### config.mk
export PLATFORM = sky130hd
export DESIGN_NAME = uop_fetch_queue
export DESIGN_NICKNAME = d
export VERILOG_FILES = /design/src/rtl/uop_fetch_queue.sv
export SDC_FILE = /design/constraint.sdc
export NUM_CORES = 1
export LEC_CHECK = 0
export ABC_AREA = 1
export CORE_MARGIN = 2
export CORE_UTILIZATION = 55
export CTS_CLUSTER_DIAMETER = 200
export DETAILED_ROUTE_END_ITERATION = 7
export PLACE_DENSITY = 0.8
export SYNTH_ARGS = -nofsm -noshare
export SYNTH_HDL_FRONTEND = slang
export SYNTH_SLANG_ARGS = --single-unit
### constraint.sdc
create_clock -name clk -period 5.55 [get_ports clk]
set_clock_uncertainty 0.15 [all_clocks]
set_input_delay 0.555 -clock clk [delete_from_list [all_inputs] [get_ports clk]]
set_output_delay 0.555 -clock clk [all_outputs]
set_load 0.01 [all_outputs]
### src/rtl/uop_fetch_queue.sv
// rtl/uop_fetch_queue.sv - micro-op fetch front end: upc, uop buffer read, DEPTH-entry queue to decode
module uop_fetch_queue #(
  parameter int WIDTH  = 32,
  parameter int ADDR_W = 7,
  parameter int DEPTH  = 4
) (
  input  logic                     clk,
  input  logic                     reset,
  output logic [ADDR_W-1:0]        rom_addr,
  input  logic [WIDTH-1:0]         rom_data,
  input  logic                     halt,
  input  logic                     redirect,
  input  logic [ADDR_W-1:0]        redirect_pc,
  output logic                     out_valid,
  input  logic                     out_ready,
  output logic [WIDTH-1:0]         out_uop,
  output logic [ADDR_W-1:0]        out_upc,
  output logic [$clog2(DEPTH):0]   count
);

  localparam int PTR_W = $clog2(DEPTH);
  localparam int CNT_W = PTR_W + 1;
  localparam int ENT_W = WIDTH + ADDR_W;
  localparam logic [CNT_W-1:0] FULL_CNT = CNT_W'(DEPTH);

  logic [ADDR_W-1:0] upc;
  logic [PTR_W-1:0]  rd_ptr;
  logic [PTR_W-1:0]  wr_ptr;
  logic [CNT_W-1:0]  cnt;
  logic [ENT_W-1:0]  mem [DEPTH];
  logic              pop;
  logic              push;

  // Valid depends only on occupancy, so decode may derive ready from it.
  assign out_valid = (cnt != '0);
  assign pop       = out_valid && out_ready;
  // A full queue still accepts a fetch when the head leaves in the same cycle.
  assign push      = !redirect && !halt && ((cnt != FULL_CNT) || pop);
  assign rom_addr  = upc;
  assign count     = cnt;
  assign {out_uop, out_upc} = mem[rd_ptr];

  // Micro-PC: redirect wins over halt; each fetch advances by one with natural wrap.
  always_ff @(posedge clk or posedge reset) begin
    if (reset) begin
      upc <= '0;
    end else if (redirect) begin
      upc <= redirect_pc;
    end else if (push) begin
      upc <= upc + ADDR_W'(1);
    end
  end

  // Queue pointers and occupancy; redirect discards everything, including the entry behind a popped head.
  always_ff @(posedge clk or posedge reset) begin
    if (reset) begin
      rd_ptr <= '0;
      wr_ptr <= '0;
      cnt    <= '0;
    end else if (redirect) begin
      rd_ptr <= '0;
      wr_ptr <= '0;
      cnt    <= '0;
    end else begin
      if (pop) begin
        rd_ptr <= rd_ptr + PTR_W'(1);
      end
      if (push) begin
        wr_ptr <= wr_ptr + PTR_W'(1);
      end
      case ({push, pop})
        2'b10:   cnt <= cnt + CNT_W'(1);
        2'b01:   cnt <= cnt - CNT_W'(1);
        default: cnt <= cnt;
      endcase
    end
  end

  // Entry storage holds the fetched word with the address it came from; contents need no reset.
  always_ff @(posedge clk) begin
    if (push) begin
      mem[wr_ptr] <= {rom_data, upc};
    end
  end

endmodule

After elaboration in Yosys (flattened, before gate mapping)
Memory sizes are Yosys's and may differ from the RTL's.
Index checks and enable logic that the tools add are counted.
- register bits: 14
- bits in writable memories: 156
- input bits: 44
- memories: 1
- memory list (name ; words ; bits a word ; rd ports ; clocked after memory_dff ; wr ports ; line ; RTL):
    mem ; 4 ; 39 ; 1 ; 0 ; 1 ; 30 ; logic [ENT_W-1:0] mem [DEPTH];
- add/sub/neg operators: 5
- equality and inequality tests: 3
- multiplexer cells: 10
- reduce and logical (&&, ||, !) cells: 10
- operators with widths (operator ; number):
    7-bit 2-to-1 mux ; 2
    2-bit 2-to-1 mux ; 4
    7-bit by 1-bit adder with 7-bit output (second input constant) ; 1
    3-bit case mux with 2 select lines ; 1
    3-bit nonzero test ; 2
    2-bit by 1-bit adder with 2-bit output (second input constant) ; 2
    2-bit nonzero test ; 2
    3-bit by 1-bit adder with 3-bit output (second input constant) ; 1
    1-bit logical AND ; 3
    3-bit 2-to-1 mux ; 1
    3-bit != test (second input constant) ; 1
    3-bit by 1-bit subtractor with 3-bit output (second input constant) ; 1
    2-bit by 1-bit == test with 1-bit output (second input constant) ; 1
    2-bit == test (second input constant) ; 1
    1-bit logical NOT ; 2
    1-bit 2-to-1 mux ; 2
    1-bit logical OR ; 1

Depth between registers and ports, before layout
Gate-level depths: netlist (run 1).
- depth in word-level cells: 7
- mapped depth: 12

Least setup slack after synthesis (run 1)
No wires, ideal clock.
- kind: input-to-reg
- from: input redirect
- to: memory mem[0][0] in the netlist's numbering, enable pin
- setup time: 435 ps
- arrival: 2566 ps
- required time: 4965 ps
- slack: 2399 ps
- stages: 4
- buffers on the path: 1
- path through: buf_6 nor2_4 o21ai_4 nor2_1
- word-level cells in the longest chain between the ends: 5
- ends and longest elaborated chain (what ; line ; RTL):
    from (decl) ; 12 ; input logic redirect,
    1-bit logical NOT ; 38 ; assign push = !redirect && !halt && ((cnt != FULL_CNT) || pop);
    1-bit logical AND (2 in a row) ; 38 ;
    1-bit 2-to-1 mux ; 81 ; if (push) begin
    1-bit 2-to-1 mux (implied by the code) ; 82 ; mem[wr_ptr] <= {rom_data, upc};
    to (decl) ; 30 ;
Every way passes these cells.

Worst setup path in the final report (run 1)
- from: register rd_ptr[0]
- to: output out_uop[15]
- word-level cells in the longest chain between the ends: 1
- ends and longest elaborated chain (what ; line ; RTL):
    from (decl) ; 27 ; logic [PTR_W-1:0] rd_ptr;
    from (signal assigned) ; 66 ; rd_ptr <= rd_ptr + PTR_W'(1);
    memory read 4 x 39 bit ; n/a ;
    to (decl) ; 16 ; output logic [WIDTH-1:0] out_uop,
Every way passes these cells.

==> flow_metrics.tcl, run 1 <==
set metrics [dict create \
    clock_latency_ns 0.43 \
    combPwrFrac_pct 23.2 \
    grt_max_degree 80 \
    crit_type "reg -> out" \
    setup-violations-final 0 \
    slew_viol_final 0 \
    arrival_ns 2.68 \
    num_vias 4352 \
    ys_ff_latch 170 \
    layout_common_cells "156 x edfxtp_1, 93 x clkdlybuf4s50_1, 81 x nor2_1, 80 x o21ai_0, 39 x o22ai_1" \
    hpwl_um 8180 \
    yosysUniqueCellTypes 28 \
    grt_first_pass_wirelength_um 21100 \
    clkPwrFrac_pct 34.2 \
    rsz0062_at_grt "false" \
    final_common_cell "edfxtp_1" \
    worst_pin_slew_ns 0.759 \
    cpPeakStageDelay_ns 0.59 \
    cp_slowest_cell "clkdlybuf4s50_1" \
    avgSynthCellArea_um2 13.3 \
    power_switching_share_pct 26.8 \
    cts_made_buffers 17 \
    wire_per_inst_um 18.0 \
    outcome "finished, final reports clean" \
    slew-limit-headroom_pct 49.4 \
    ir_drop_v 0.000232 \
    start_util_pct 55.8 \
    coreArea_um2 11900 \
    dr.pass1.iters 6 \
    gp_congestion 0.763 \
    start_kind "flip-flop" \
    hold_path.class "in -> async" \
    antenna_found_initial 0 \
    path_buf_inv 3 \
    die_area_um2 13000 \
    post_cts_buffers 0 \
    gr-usage-all-layers_pct 21.7 \
    ctsHoldBuffers 0 \
    synthArstFlopShare_pct 8.24 \
    fp-row-count 40 \
    design_area_um2 8360 \
    seq_power_share_pct 42.6 \
    io_buffers 93 \
    p_leak_uw 0.00292 \
    path_clk_slew_ns 0.06 \
    cp_data_required_time_ns 4.85 \
    max_cap_violations 0 \
    synth_nets 549 \
    clock-root-buffer "clkbuf_16" \
    yosys_warnings 0 \
    path_cells "inv_2 > buf_4 > o21ai_0 > o22ai_1 > clkdlybuf4s50_1" \
    grt_pass1_vias 4345 \
    internal-power_uw 2640 \
    ctsResizeCount 0 \
    ant_nets 0 \
    finalCritPeriodShare_pct 61.0 \
    area_growth_pct 25.7 \
    synthCells 499 \
    hold_ws_ns 0.335 \
    p_per_area_nw_per_um2 432 \
    htree_levels 4 \
    drive_gt1_share_pct 8.42 \
    path_max_fanout 48 \
    antennaDiodeCount 0 \
    cts_buffer_depth 2 \
    startpoint "rd_ptr[0]" \
    placed_cell_area_um2 7730 \
    r2r-start "count[0]" \
    setup_tns_ns 0 \
    die_h_um 114 \
    chipWidth_um 114 \
    globalRouteOverflowTotal 0 \
    tritoncts "yes" \
    utilization_pct 70.2 \
    ios 94 \
    drt_iter0_drc 341 \
    final_hold_viol_count 0 \
    num-nets-final 643 \
    synth_top_flop_cell "edfxtp_1" \
    drc 0 \
    syn_area_um2 6650 \
    synth_edf_count 156 \
    cp-end-kind "output pin" \
    crit_family "buffers and inverters" \
    power.switching_uw 968 \
    cts_sinks 170 \
    fin_crit_ns 3.39 \
    ys_seq_area_share_pct 75.7 \
    wl_um 13600 \
    fmax_ghz 0.295 \
    via_per_inst 5.78 \
]
## per-layer routing
layer | part of all wire (%) | GRT usage (%) | up-vias | routed length, um
met5 | 0 | 0 | - | 0
met2 | 50 | 36.6 | 191 | 6810
li1 | - | - | 2010 | -
met3 | 6.8 | 6.32 | 16 | 929
met1 | 42 | 26.8 | 2135 | 5650
met4 | 1.4 | 8.37 | 0 | 193
## area by class of cell
type / count / area [um^2]
repair buffers: 101 / 991
multi-input cells: 281 / 1430
clock inverters: 10 / 166
clock buffers: 22 / 464
well taps: 147 / 184
flip-flops and latches: 170 / 5040
fillers: 803 / 3550
inverters: 22 / 83.8
## worst register-to-register path, cell delays in order (launching register included)
cell and delay (ns):
dfrtp_1 0.49, nor2_4 0.08, nand2_2 0.10, o21ai_4 0.13
nor2_4 0.56, buf_4 0.41
## final timing paths
path / end / slack (ns) / cells past startpoint
setup / recovery: out_uop[15] / 2.16 / 5
hold / removal: count[0] / 0.33 / 2
setup reg to reg: mem[2][18] / 3.30 / 5
hold reg to reg: wr_ptr[1] / 0.48 / 2
max in group asynchronous: rd_ptr[0] / 4.49 / 2
min in group clk: wr_ptr[1] / 0.48 / 2
## per-stage QoR
stage / setup slack [ns] / std cells / total power (uW)
5_1_grt: 1.98 / 753 / 3760
2_1_floorplan: 2.40 / 499 / 1980
4_1_cts: 2.14 / 753 / 3630
3_5_place_dp: 2.50 / 721 / 2400
6_report: 2.16 / 753 / 3610
3_3_place_gp: 2.56 / 721 / 2370
## registers in the layout (all words and copies together), names as in the netlist
signal / count
wr_ptr: 2
count: 3
rd_ptr: 2
rom_addr: 7
mem: 156
## Yosys cell counts (2+ instances only)
cell	instances	area share, %
buf_6	2	0.34
o21ai_1	2	0.15
edfxtp_1	156	70
dfrtp_1	14	5.3
nand4_1	2	0.19
inv_1	18	1.0
clkbuf_1	16	0.90
nand2_2	2	0.19
nand3_1	16	1.2
a21oi_1	3	0.23
ha_1	5	0.94
o21ai_0	80	6.0
nand2_1	37	2.1
nand3b_1	2	0.23
buf_2	7	0.53
nor2_4	2	0.34
inv_2	2	0.11
nor2_1	85	4.8
o22ai_1	39	3.7
## power groups by stage
stage	logic, uW	registers [uW]	clock network (uW)
after floorplan	424	1560	0
after CTS	841	1540	1250
after global placement	810	1560	0
final	835	1540	1230
after detailed placement	833	1560	0
after global routing	914	1550	1300
## cell families (layout without fill, tap and decap cells)
family,after synthesis,after routing,synth area share [%]
DFF,170,170,75.7
adders and majority gates,6,6,1.24
and+or+nand+nor,147,147,9.18
buffers and inverters,48,155,3.14
AOI/OAI and AO/OA,126,126,10.4
xor gates and xnor gates,2,2,0.264
Note: power is estimated with default switching activity, not from simulation.
==> run 2, diff against run 1 <==
- CORE_UTILIZATION: 55 -> 49
- PLACE_DENSITY: 0.8 -> 0.76
- clock period: 5.55 -> 3 ns (I/O delays scaled with it)
==> run 2 against run 1 <==
Design area increased by 0.60%. Critical path type unchanged. Global-route usage decreased by 2.6 points. Clock power is 64% higher. Non-clock buffer count rose by 9. Largest cell class unchanged. Sequential power is 84% higher. Worst hold slack worse by 0.25 ns.
==> flow_metrics.tcl, run 2 (synthesis results as in run 1) <==
set metrics [dict create \
    r2r_cells 11 \
    r2r-start "count[0]" \
    grt_max_degree 80 \
    finalCritPeriodShare_pct 93.2 \
    setup-violations-final 0 \
    rsz0062_at_grt "false" \
    cts_buffer_depth 2 \
    path_clk_slew_ns 0.07 \
    rr_endpoint "count[2]" \
    final_hold_viol_count 0 \
    fmax_ghz 0.357 \
    place_ws_ns 0.508 \
    grt_first_pass_wirelength_um 21000 \
    tritoncts "yes" \
    clock_latency_ns 0.41 \
    ant_nets 0 \
    start_kind "flip-flop" \
    grt_pass1_vias 4372 \
    drt_iter0_drc 295 \
    ios 94 \
    layout_common_cells "156 x edfxtp_1, 93 x clkdlybuf4s50_1, 81 x nor2_1, 80 x o21ai_0, 39 x o22ai_1" \
    path_max_fanout 13 \
    r2r_slack_ns 0.87 \
    gr-usage-all-layers_pct 19.1 \
    fin_crit_ns 2.80 \
    p_per_area_nw_per_um2 767 \
    hold_path.class "in -> async" \
    arrival_ns 2.35 \
    worst_pin_slew_ns 0.561 \
    slew-limit-headroom_pct 62.6 \
    drc 0 \
    outcome "finished, final reports clean" \
    antenna_found_initial 0 \
    htree_levels 4 \
    ir_drop_v 0.000408 \
    cp-end-kind "output pin" \
    slew_viol_final 0 \
    setup_tns_ns 0 \
    hpwl_um 7960 \
    setup_ws_ns 0.203 \
    antennaDiodeCount 0 \
    fp-row-count 42 \
    globalRouteOverflowTotal 0 \
    die_h_um 120 \
    gp_congestion 0.713 \
    wl_um 13300 \
    final_common_cell "edfxtp_1" \
    max_cap_violations 0 \
    via_per_inst 5.39 \
    ctsHoldBuffers 0 \
    startpoint "rd_ptr[1]" \
    num-nets-final 652 \
    cts_sinks 170 \
    dr.pass1.iters 5 \
    cts_made_buffers 17 \
    p_leak_uw 0.00294 \
    clock-root-buffer "clkbuf_16" \
    start_util_pct 50.2 \
    coreArea_um2 13200 \
    drive_gt1_share_pct 10.2 \
    area_growth_pct 26.5 \
    chipWidth_um 120 \
    largest_reg_flops 156 \
    crit_type "reg -> out" \
    die_area_um2 14500 \
    num_vias 4263 \
    cp_data_required_time_ns 2.55 \
    wire_per_inst_um 16.9 \
    top_register "mem" \
    io_buffers 93 \
]
==> run 2: worst max-delay path, stage by stage (launching register included) <==
cell and delay, ns:
dfrtp_1 0.37, inv_1 0.38, buf_4 0.29, o21ai_0 0.12, o22ai_1 0.19, clkdlybuf4s50_1 0.57
==> run 2: routing by layer <==
layer / share of wire (%) / wire (um) / global-route usage [%] / up-vias
met5: 0 / 0 / 0 / -
met4: 0.85 / 114 / 7.12 / 0
met3: 5.8 / 775 / 4.95 / 9
met2: 49 / 6590 / 31.3 / 139
met1: 44 / 5860 / 24.7 / 2088
li1: - / - / - / 2027
==> run 2: cell type report <==
cell class | instances | area (um^2)
sequential | 170 | 5040
multi-input combinational | 281 | 1430
clock inverter | 13 | 106
inverter | 22 | 85.1
tap | 176 | 220
fill | 989 | 4830
clock buffer | 19 | 453
timing repair buffer | 110 | 1070
==> run 2: what timing repair did <==
| item | CTS | global route |
|---|---|---|
| setup endpoints to repair | 0 | 25 |
| setup buffers | 0 | 0 |
| gates resized for setup | 0 | 2 |
==> run 2: worst max-delay path by stage <==
stage                   to  slack [ns]  depth (start not counted)
3_5_place_dp    out_uop[8]        0.51                          4
6_report       out_uop[21]        0.20                          5
5_1_grt         out_uop[8]        0.05                          5
3_3_place_gp    out_upc[3]        0.60                          4
4_1_cts         out_uop[8]        0.06                          4
2_1_floorplan    mem[0][0]        0.03                          4
==> run 2: power by group <==
| group | switching (uW) | internal (uW) | total, uW |
|---|---|---|---|
| Sequential | 91.0 | 2750 | 2840 |
| Clock | 900 | 1120 | 2020 |
| Combinational | 860 | 725 | 1580 |
| Total | 1850 | 4600 | 6450 |
==> run 2: metrics by stage <==
step	hold slack (ns)	util, %	area [um^2]	total power [uW]	cells
final	0.0806	63.5	8410	6450	791
after global routing	0.139	63.5	8410	6740	791
after CTS	0.0911	63.5	8400	6490	791
after global placement	0.446	59.2	7850	4430	759
after detailed placement	0.465	59.2	7850	4470	759
after floorplan	0.0392	-	6650	3670	499
